===== src/rtl/px_frame_readout_ctrl.sv =====
// Pixel frame sequencer: erase/expose/convert/read phases, per-row capture, valid/ready word stream (stall holds word).
// Row word 0 is presented the cycle after the last read cycle. GRAY_RAMP_EN: Gray ramp, captured words decoded to binary.
module px_frame_readout_ctrl #(
  parameter int N_ROWS     = 3,
  parameter int N_COLS     = 3,
  parameter int DW         = 8,
  parameter int C_ERASE    = 5,
  parameter int C_EXPOSE   = 255,
  parameter int C_READ     = 5,
  parameter bit CONTINUOUS = 1'b0,
  localparam int RW = (N_ROWS > 1) ? $clog2(N_ROWS) : 1
) (
  input  logic                 clk,
  input  logic                 rst,
  input  logic                 start,
  output logic                 erase,
  output logic                 expose,
  output logic                 convert,
  output logic                 read,
  output logic [RW-1:0]        row_sel,
  output logic [DW-1:0]        ramp_cnt,
  input  logic [N_COLS*DW-1:0] px_data,
  output logic [DW-1:0]        out_data,
  output logic                 out_valid,
  input  logic                 out_ready,
  output logic                 out_last,
  output logic                 busy,
  output logic                 frame_done
);

  localparam int CLW      = (N_COLS > 1) ? $clog2(N_COLS) : 1;
  localparam int CONV_LEN = 1 << DW;
  localparam int M1       = (C_ERASE > C_EXPOSE) ? C_ERASE : C_EXPOSE;
  localparam int M2       = (M1 > C_READ) ? M1 : C_READ;
  localparam int CMAX     = (M2 > CONV_LEN) ? M2 : CONV_LEN;
  // Sized so the convert count never wraps inside the phase.
  localparam int CW       = $clog2(CMAX + 1);

  localparam logic [CW-1:0]  ERASE_END  = CW'(C_ERASE - 1);
  localparam logic [CW-1:0]  EXPOSE_END = CW'(C_EXPOSE - 1);
  localparam logic [CW-1:0]  CONV_END   = CW'(CONV_LEN - 1);
  localparam logic [CW-1:0]  READ_END   = CW'(C_READ - 1);
  localparam logic [CLW-1:0] COL_MAX    = CLW'(N_COLS - 1);
  localparam logic [RW-1:0]  ROW_MAX    = RW'(N_ROWS - 1);

  typedef enum logic [2:0] {
    S_IDLE,
    S_ERASE,
    S_EXPOSE,
    S_CONVERT,
    S_READ,
    S_DRAIN
  } state_t;

  state_t                     state;
  state_t                     state_nxt;
  logic [CW-1:0]              cnt;
  logic [RW-1:0]              row;
  logic [CLW-1:0]             col;
  logic [N_COLS-1:0][DW-1:0]  rbuf;
  logic                       accept;
  logic                       col_last;
  logic                       row_last;
  logic [DW-1:0]              ramp_bin;

  function automatic logic [DW-1:0] cap_word(input logic [DW-1:0] w);
`ifdef GRAY_RAMP_EN
    logic [DW-1:0] b;
    b[DW-1] = w[DW-1];
    for (int i = DW - 2; i >= 0; i--) begin
      b[i] = b[i+1] ^ w[i];
    end
    return b;
`else
    return w;
`endif
  endfunction

  assign col_last = (col == COL_MAX);
  assign row_last = (row == ROW_MAX);
  assign accept   = (state == S_DRAIN) && out_ready;
  assign ramp_bin = cnt[DW-1:0];
  assign row_sel  = row;

  always_ff @(posedge clk or negedge rst) begin
    if (!rst) begin
      state <= S_IDLE;
    end else begin
      state <= state_nxt;
    end
  end

  always_comb begin
    state_nxt = state;
    erase     = 1'b0;
    expose    = 1'b0;
    convert   = 1'b0;
    read      = 1'b0;
    out_valid = 1'b0;
    out_last  = 1'b0;
    out_data  = '0;
    ramp_cnt  = '0;
    busy      = (state != S_IDLE);
    case (state)
      S_IDLE: begin
        if (start) state_nxt = S_ERASE;
      end
      S_ERASE: begin
        erase = 1'b1;
        if (cnt == ERASE_END) state_nxt = S_EXPOSE;
      end
      S_EXPOSE: begin
        expose = 1'b1;
        if (cnt == EXPOSE_END) state_nxt = S_CONVERT;
      end
      S_CONVERT: begin
        convert = 1'b1;
`ifdef GRAY_RAMP_EN
        ramp_cnt = ramp_bin ^ (ramp_bin >> 1);
`else
        ramp_cnt = ramp_bin;
`endif
        if (cnt == CONV_END) state_nxt = S_READ;
      end
      S_READ: begin
        read = 1'b1;
        if (cnt == READ_END) state_nxt = S_DRAIN;
      end
      S_DRAIN: begin
        out_valid = 1'b1;
        out_data  = rbuf[col];
        out_last  = row_last && col_last;
        if (accept && col_last) begin
          if (!row_last)       state_nxt = S_READ;
          else if (CONTINUOUS) state_nxt = S_ERASE;
          else                 state_nxt = S_IDLE;
        end
      end
      default: state_nxt = S_IDLE;
    endcase
  end

  always_ff @(posedge clk or negedge rst) begin
    if (!rst) begin
      cnt        <= '0;
      row        <= '0;
      col        <= '0;
      rbuf       <= '0;
      frame_done <= 1'b0;
    end else begin
      frame_done <= 1'b0;
      if (state_nxt != state) begin
        cnt <= '0;
      end else if (state inside {S_ERASE, S_EXPOSE, S_CONVERT, S_READ}) begin
        cnt <= cnt + CW'(1);
      end
      // Column bus is only trusted on the final read cycle.
      if (state == S_READ && cnt == READ_END) begin
        for (int c = 0; c < N_COLS; c++) begin
          rbuf[c] <= cap_word(px_data[c*DW +: DW]);
        end
      end
      if (accept) begin
        if (col_last) begin
          col <= '0;
          if (row_last) begin
            row        <= '0;
            frame_done <= 1'b1;
          end else begin
            row <= row + RW'(1);
          end
        end else begin
          col <= col + CLW'(1);
        end
      end
    end
  end

endmodule


===== config.mk =====
export PLATFORM = sky130hd
export DESIGN_NAME = px_frame_readout_ctrl
export DESIGN_NICKNAME = d
export VERILOG_FILES = /design/src/rtl/px_frame_readout_ctrl.sv
export SDC_FILE = /design/constraint.sdc
export NUM_CORES = 1
export LEC_CHECK = 0
export ABC_AREA = 1
export BUFFER_PORTS_ARGS = -buffer_cell sky130_fd_sc_hd__buf_2
export CAP_MARGIN = 20
export CELL_PAD_IN_SITES_DETAIL_PLACEMENT = 0
export CELL_PAD_IN_SITES_GLOBAL_PLACEMENT = 1
export CORE_ASPECT_RATIO = 0.75
export CORE_MARGIN = 5
export CORE_UTILIZATION = 33
export DETAILED_ROUTE_END_ITERATION = 12
export GPL_TIMING_DRIVEN = 0
export PLACE_DENSITY = 0.8
export SETUP_SLACK_MARGIN = 0.1
export SYNTH_ARGS = -nofsm -noshare
export SYNTH_HDL_FRONTEND = slang
export SYNTH_SLANG_ARGS = --single-unit

===== constraint.sdc =====
create_clock -name clk -period 3.1 [get_ports clk]
set_input_delay 0.31 -clock clk [delete_from_list [all_inputs] [get_ports clk]]
set_output_delay 0.31 -clock clk [all_outputs]
set_load 0.005 [all_outputs]

Yosys cells after proc, flatten, opt, wreduce, memory -nomap -nowiden

Cells that the tools add are included.

Output and inout bits: 26
RAM bits: 0
Memories: 0
Register bits after elaboration: 41
Bits in latches: 0
Bits in read-only memories: 0

Equal/unequal tests: 11
Reduce and logical (&&, ||, !) cells: 9
Div/mod/pow operators: 0
Multipliers: 0
Multiplexer cells: 25
Bitwise logic cells: 0
Shift operators: 0
Magnitude comparators: 1
$add $sub $neg: 3

Operator list:

| operator                                                    | count |
|---|---|
| 2-to-1 mux 8 bit                                            | 3 |
| 2-to-1 mux 3 bit                                            | 7 |
| == test 9 x 8 -> 1 bit (second input constant)              | 2 |
| 2-to-1 mux 9 bit                                            | 2 |
| case mux 3 bit (6 select lines)                             | 1 |
| binary-select mux 8 bit (select 2 bit)                      | 1 |
| adder 9 x 1 -> 9 bit (second input constant)                | 1 |
| == test 9 x 3 -> 1 bit (second input constant)              | 1 |
| 2-to-1 mux 1 bit                                            | 9 |
| == test 3 x 2 -> 1 bit (second input constant)              | 2 |
| == test 3 bit (second input constant)                       | 2 |
| adder 2 x 1 -> 2 bit (second input constant)                | 2 |
| == test 2 bit (second input constant)                       | 2 |
| logical AND 1 bit                                           | 4 |
| 2-to-1 mux 2 bit                                            | 2 |
| nonzero test 4 bit                                          | 1 |
| == test 3 x 1 -> 1 bit (second input constant)              | 1 |
| zero test 3 bit                                             | 1 |
| less-than comparator 2 x 3 -> 1 bit (second input constant) | 1 |
| inequality test 3 bit                                       | 1 |
| nonzero test 3 bit                                          | 1 |
| AND reduction 2 bit                                         | 1 |
| nonzero test 2 bit                                          | 1 |

Logic depth before layout (Yosys ltp)

Gate-level depths: netlist of the first run.

Word-level depth: 7
Depth in mapped cells: 14
Mapped depth without buffers: 14

Worst setup path before layout of the first run

Ideal clock, no wire load.

Kind: register to register
Start: reg cnt[0]
End: reg cnt[0]
Buffers on the path: 0
Cell stages (with the launch flop): 15
Data arrival time: 1.663 ns
Path slack: 1.366 ns
Setup time: 0.072 ns
Path through: dfrtp_1 > ha_1 > nand3_1 > nor3_1 > ha_1 > inv_1 > nand2_1 > nand2_1 > inv_1 > nand2_1 > nor2_4 > nand2_2 > nand2_2 > nand3_4 > nor2_2

Longest elaborated chain between the ends: 5
Elaborated cells on any way between the ends: 13
Those cells by class: 1 x add/sub; 4 x eq/ne; 7 x mux; 1 x reduce/logical

Ends and longest elaborated chain:

| element                                                       | line     | text |
|---|---|---|
| from (decl)                                                   | 57       | `logic [CW-1:0] cnt;` |
| from (signal assigned)                                        | 155      | `cnt <= cnt + CW'(1);` |
| == test 9 x 3 -> 1 bit (tied with other cells)                | 110, 127 |  |
| 2-to-1 mux 3 bit (on tied branches)                           | --       |  |
| case mux 3 bit (6 select lines) *                             | 104      | `case (state)` |
| named net state_nxt[0]                                        | 56       | `state_t state_nxt;` |
| inequality test 3 bit *                                       | 152      | `if (state_nxt != state) begin` |
| 2-to-1 mux 9 bit / nonzero test 2 bit (equally long branches) | --       |  |

The timed path passes the listed nets; every way through them passes the cells marked *. The select of a mux whose other input is x is not followed.
A chain may end at the register's enable or synchronous reset.

Final worst setup path of the first run

Start: reg cnt[0]
End: reg cnt[4]

The elaborated chain is that of the path after synthesis.

==> results of run 1 <==
## critical path, stage by stage, from the launching register on
cell	delay (ns)
dfrtp_1	0.40
ha_1	0.18
nand3_1	0.11
nor3_1	0.17
ha_1	0.18
inv_1	0.07
nand2_1	0.09
nand2_1	0.06
inv_1	0.05
nand2_1	0.08
nor2_4	0.11
nand2_2	0.06
nand2_2	0.07
nand3_4	0.16
nor2_2	0.12
## report_power, final
group          total [mW]  internal [mW]  switching, mW
sequential          0.778          0.695         0.0828
clock               0.321          0.148          0.172
combinational       0.889          0.311          0.578
## Yosys cell counts (all sizes together)
master  number  area (um^2)
nand2       63          252
o21a         1         7.51
nor2        42          213
nand3       11         87.6
nor3         4         30.0
nor4         1         6.26
inv         60          225
nand4        1         6.26
clkinv       1         5.00
o21ai       38          198
o221ai       2         17.5
a21oi        2         10.0
buf          7         50.1
dfrtp       41         1030
o22ai        6         37.5
o211ai       1         7.51
ha           4         50.1
xor2         6         52.6
## how the worst min path moves through the flow
| stage | from | depth (start not counted) | endpoint | slack, ns |
|---|---|---|---|---|
| global route | px_data[13] | 3 | rbuf[13]$_DFFE_PN0P_ | 0.24 |
| detailed placement | rbuf[11]$_DFFE_PN0P_ | 2 | rbuf[11]$_DFFE_PN0P_ | 0.47 |
| floorplan | rst | 0 | cnt[0]$_DFFE_PN0P_ | 0.01 |
| global placement | rbuf[12]$_DFFE_PN0P_ | 2 | rbuf[12]$_DFFE_PN0P_ | 0.47 |
| CTS | rst | 1 | rbuf[18]$_DFFE_PN0P_ | 0.20 |
| finish | rst | 1 | rbuf[18]$_DFFE_PN0P_ | 0.16 |
## metrics by stage
| stage | std cells | power, mW |
|---|---|---|
| 3_3_place_gp | 428 | 1.66 |
| 5_1_grt | 434 | 2.17 |
| 4_1_cts | 434 | 2.02 |
| 2_1_floorplan | 291 | 1.43 |
| 3_5_place_dp | 428 | 1.69 |
| 6_report | 434 | 1.99 |
## registers in the layout, indices dropped and copies added, names as in the netlist
name / flops
rbuf: 24
frame_done: 1
state: 3
cnt: 9
row_sel: 2
col: 2
## routing by layer
layer | vias to the layer above | GRT usage
met2 | 27 | 0.215
met1 | 917 | 0.178
met5 | - | 0
li1 | 1013 | -
met3 | 5 | 0.0291
met4 | 0 | 0.0310
## layout make-up
| class | instances | area, um^2 | share of cell area |
|---|---|---|---|
| timing repair buffer | 53 | 265 | 0.0973 |
| clock inverter | 1 | 5.00 | 0.00184 |
| sequential | 41 | 1030 | 0.376 |
| clock buffer | 5 | 68.8 | 0.0253 |
| multi-input combinational | 182 | 975 | 0.358 |
| buffer | 7 | 50.0 | 0.0184 |
| inverter | 61 | 230 | 0.0845 |
| tap | 84 | 105 | 0.0386 |
## logic make-up after synthesis
family                   share of synthesized area
adder cells (fa/ha/maj)                     0.0219
XOR/XNOR                                    0.0230
AO/OA/AOI/OAI                                0.122
flip-flops                                   0.450
AND/OR/NAND/NOR                              0.261
buffers and inverters                        0.123
==> results.json, run 1 <==
{
  "finalSetupViolations": 0,
  "cts_buffer_depth": 2,
  "final_util": 0.403,
  "chipHeight_um": 82,
  "hold_path_class": "in -> async",
  "fin_hold_ws_ns": 0.159,
  "grt_max_degree": 42,
  "avgRoutedWirePerCell_um": 12.6,
  "num_rows": 26,
  "design_area_um2": 2730,
  "fin_ws_ns": 1.12,
  "crit_path_max_fanout": 9,
  "cts_setup_buffers": 0,
  "synth_cell_types": 28,
  "r2r_start": "cnt[0]$_DFFE_PN0P_",
  "critPathKind": "reg -> reg",
  "wl_met2_mm": 2.58,
  "clock_skew_ns": 0.00421,
  "pin_count": 54,
  "maxCapViolations": 0,
  "max_freq_mhz": 505,
  "setup_tns_ns": 0,
  "initial_utilization": 0.337,
  "clock_sinks": 41,
  "core_um2": 6770,
  "worst_pin_slew_ns": 0.926,
  "critical_path_required_ns": 3.31,
  "outcome": "finished clean",
  "ant_nets": 0,
  "synth-seq-cells": 41,
  "met3_length_um": 181,
  "dpl.hpwl_mm": 4.16,
  "via_per_inst": 4.52,
  "first_global_vias": 1989,
  "p_leak_nw": 1.46,
  "syn_area_um2": 2280,
  "slew_violations": 0,
  "syn_to_final_growth_pct": 19.5,
  "antenna_found_initial": 0,
  "antenna_cells": 0,
  "fin_crit_ns": 1.98,
  "arrival_ns": 2.19,
  "fin_crit_sh": 0.638,
  "cts-buffers-inserted": 5,
  "place_congestion": 0.848,
  "ys_warn_count": 0,
  "pwr_density_cell_nw_per_um2": 729,
  "drc_errors": 0,
  "hold_buffers": 0,
  "fill_cells": 744,
  "finalHoldViolations": 0,
  "wl_met1_mm": 2.66,
  "drt_iter0_drc": 86,
  "cp-end-kind": "flop",
  "die_w_um": 106,
  "rsz0062_at_grt": "false",
  "startpoint_type": "flop",
  "endpoint": "cnt[4]$_DFFE_PN0P_",
  "grt_pass1_wl_mm": 9.15,
  "syn_inst": 291,
  "wirelength_mm": 5.48,
  "clk_transition_reported_paths_ns": 0.08,
  "layout-drive-gt1-share": 0.297,
  "ys_seq_area_frac": 0.450,
  "reg2reg_depth": 14,
  "synth_nets": 323,
  "grt_usage": 0.131,
  "firstDrtPassIters": 4,
  "dieArea_um2": 8690,
  "port_buffers": 53,
  "startpoint": "cnt[0]$_DFFE_PN0P_",
  "nets": 383,
  "ir_drop_mv": 0.195,
  "insertion_delay_ns": 0.28,
  "regToRegEndpoint": "cnt[4]$_DFFE_PN0P_",
  "cts_resized": 0,
  "slew_headroom": 0.383,
  "avgSynthCellArea_um2": 7.84,
  "htreeDepth": 2,
  "r2r_slack_ns": 1.12,
  "vias": 1962,
  "dpl_worst_slack_ns": 1.09,
  "root_buffer": "clkbuf_8",
  "placed_area_um2": 2650,
  "cts_tree": "built",
  "highest_layer": "met4",
  "final_cell_mix": "nand2_1, buf_2, inv_1, dfrtp_1, o21ai_0",
  "grt_overflow": 0
}
(Power assumes the default switching activity.)
==> inputs of run 2 (changes only) <==
--- a/config.mk
+++ b/config.mk
@@ -15,7 +15,7 @@
 export CORE_UTILIZATION = 33
 export DETAILED_ROUTE_END_ITERATION = 12
 export GPL_TIMING_DRIVEN = 0
-export PLACE_DENSITY = 0.8
+export PLACE_DENSITY = 0.83
 export SETUP_SLACK_MARGIN = 0.1
 export SYNTH_ARGS = -nofsm -noshare
 export SYNTH_HDL_FRONTEND = slang
==> constraint.sdc (replaced) <==
create_clock -name clk -period 1.65 [get_ports clk]
set_input_delay 0.165 -clock clk [delete_from_list [all_inputs] [get_ports clk]]
set_output_delay 0.165 -clock clk [all_outputs]
set_load 0.005 [all_outputs]
==> results.json, run 2 (synthesis results as in run 1) <==
{
  "outcome": "finished, violations left",
  "violations": "setup timing",
  "final_cell_mix": "buf_2, nand2_1, inv_1, dfrtp_1, nor2_1",
  "pwr_density_cell_nw_per_um2": 1420,
  "critical_path.top_delay_family": "simple AND/OR/NAND/NOR gates",
  "firstDrtPassIters": 4,
  "via_per_inst": 4.61,
  "insertion_delay_ns": 0.29,
  "finalHoldViolations": 0,
  "critPathKind": "reg -> reg",
  "root_buffer": "clkbuf_8",
  "place_congestion": 0.806,
  "htreeDepth": 2,
  "wirelength_mm": 6.11,
  "fin_ws_ns": -0.199,
  "crit_path_max_fanout": 5,
  "setup_tns_ns": -2.86,
  "met1_usage": 0.196,
  "grt_usage": 0.143,
  "cp_num_buf_inv": 2,
  "avgRoutedWirePerCell_um": 13.3,
  "arrival_ns": 2.07,
  "finalSetupViolations": 33,
  "maxCapViolations": 0,
  "final_util": 0.478,
  "dp_cells": 428,
  "cts_tree": "built",
  "chipHeight_um": 82,
  "startpoint_type": "flop",
  "fin_crit_sh": 1.12,
  "first_global_vias": 2074,
  "worst_pin_slew_ns": 0.930,
  "fin_crit_ns": 1.85,
  "hold_path_class": "in -> async",
  "slew_headroom": 0.380,
  "cts_buffer_depth": 2,
  "clock_skew_ns": 0.00338,
  "dieArea_um2": 8690,
  "drc_errors": 0,
  "slowest_stage": "dfrtp_1",
  "syn_to_final_growth_pct": 41.7,
  "rsz0062_at_grt": "true",
  "clk_transition_reported_paths_ns": 0.08,
  "largest_reg_flops": 24,
  "ant_nets": 0,
  "hold_buffers": 0,
  "mostFrequentLayoutCell": "buf_2",
  "ir_drop_mv": 0.424,
  "port_buffers": 53,
  "max_freq_mhz": 541,
  "cts-buffers-inserted": 5,
  "dpl_worst_slack_ns": -0.293,
  "core_um2": 6770,
  "slew_violations": 0,
  "clock_sinks": 41,
  "cp_cell_sequence": "ha_2 > nand3_2 > nor3_2 > ha_2 > inv_2 > nand2_2 > nand2_2 > inv_2 > nand2_2 > nor2_4 > nand2_2 > nand2_4 > nand3_4 > nor2_2",
  "largest-register": "rbuf",
  "die_w_um": 106,
  "grt_overflow": 0,
  "grt.busiest_layer": "met2",
  "layoutNonFillerInstCount": 458,
  "drt_iter0_drc": 87,
  "antenna_cells": 0,
  "cp-end-kind": "flop",
  "layout-drive-gt1-share": 0.452,
  "initial_utilization": 0.337,
  "dpl.hpwl_mm": 4.16,
  "p_leak_nw": 1.64,
  "top_regs": "rbuf: 24 flops, cnt: 9 flops, state: 3 flops",
  "pin_count": 54,
  "critical_path_required_ns": 1.88,
  "grt_pass1_wl_mm": 9.83,
  "grt_max_degree": 42,
  "vias": 2111,
  "grt_use_met3": 0.0353,
  "cpMostUsedCell": "nand2_2",
  "cp_slowest_stage_delay_ns": 0.37,
  "grt_util_met2": 0.229,
  "num_rows": 26,
  "nets": 406,
  "antenna_found_initial": 0
}
[run 2: changes by cell type in the layout (fill, tap and decap cells not counted), moves of 7 or more]
cell,delta
buf_6,+7
o21ai_0,-21
o21ai_1,+17
buf_4,+12
inv_1,-9
nor2_1,-7
nand2_1,-7
[run 2: worst paths after layout]
check / cells after the start / start / slack (ns) / end
setup / recovery: 14 / cnt[0]$_DFFE_PN0P_ / -0.20 / cnt[3]$_DFFE_PN0P_
hold / removal: 1 / rst / 0.0005 / state[2]$_DFF_PN0_
setup reg to reg: 14 / cnt[0]$_DFFE_PN0P_ / -0.20 / cnt[3]$_DFFE_PN0P_
hold reg to reg: 2 / rbuf[12]$_DFFE_PN0P_ / 0.49 / rbuf[12]$_DFFE_PN0P_
max in group asynchronous: 1 / rst / 1.01 / col[1]$_DFFE_PN0P_
min in group clk: 3 / px_data[12] / 0.07 / rbuf[12]$_DFFE_PN0P_
[run 2: through the flow]
step                      hold WS [ns]  instance area [um^2]  power, mW
after global placement           0.365                  2670       3.13
final                         0.000508                  3230       4.59
after CTS                       0.0553                  3060       4.33
after global routing            0.0713                  3230       4.95
after detailed placement         0.364                  2670       3.18
after floorplan                 -0.131                  2300       2.71
[run 2: power by group]
part / internal, mW / total [mW] / switching (mW)
logic: 0.979 / 2.46 / 1.48
registers: 1.31 / 1.46 / 0.150
clock network: 0.332 / 0.674 / 0.341
[run 2: final cells by class]
class / count / area [um^2]
fill: 682 / 3530
multi-input combinational: 183 / 1180
sequential: 41 / 1030
timing repair buffer: 74 / 477
inverter: 61 / 260
tap: 84 / 105
clock buffer: 7 / 86.3
buffer: 7 / 82.6
timing repair inverter: 1 / 16.3
[run 2: layer usage]
metal  routed length, um  part of all wire  vias to the layer above
li1                    -                 -                     1066
met1                3070              0.50                     1001
met2                2750              0.45                       36
met3                 241             0.039                        8
met4                  51            0.0084                        0
met5                   0                 0                        -
[run 2: worst register-to-register path, delay by kind of cell, from the launching register on]
family	cells	cell delay, ns
adder cells (fa/ha/maj)	2	0.39
buffers and inverters	2	0.10
flip-flops	1	0.37
AND/OR/NAND/NOR	10	0.94
[run 2: repair_timing]
item	CTS	global route
cloned	6	0
gates resized for setup	73	35
setup endpoints to repair	43	50
pin swaps	5	13
setup buffers	11	6
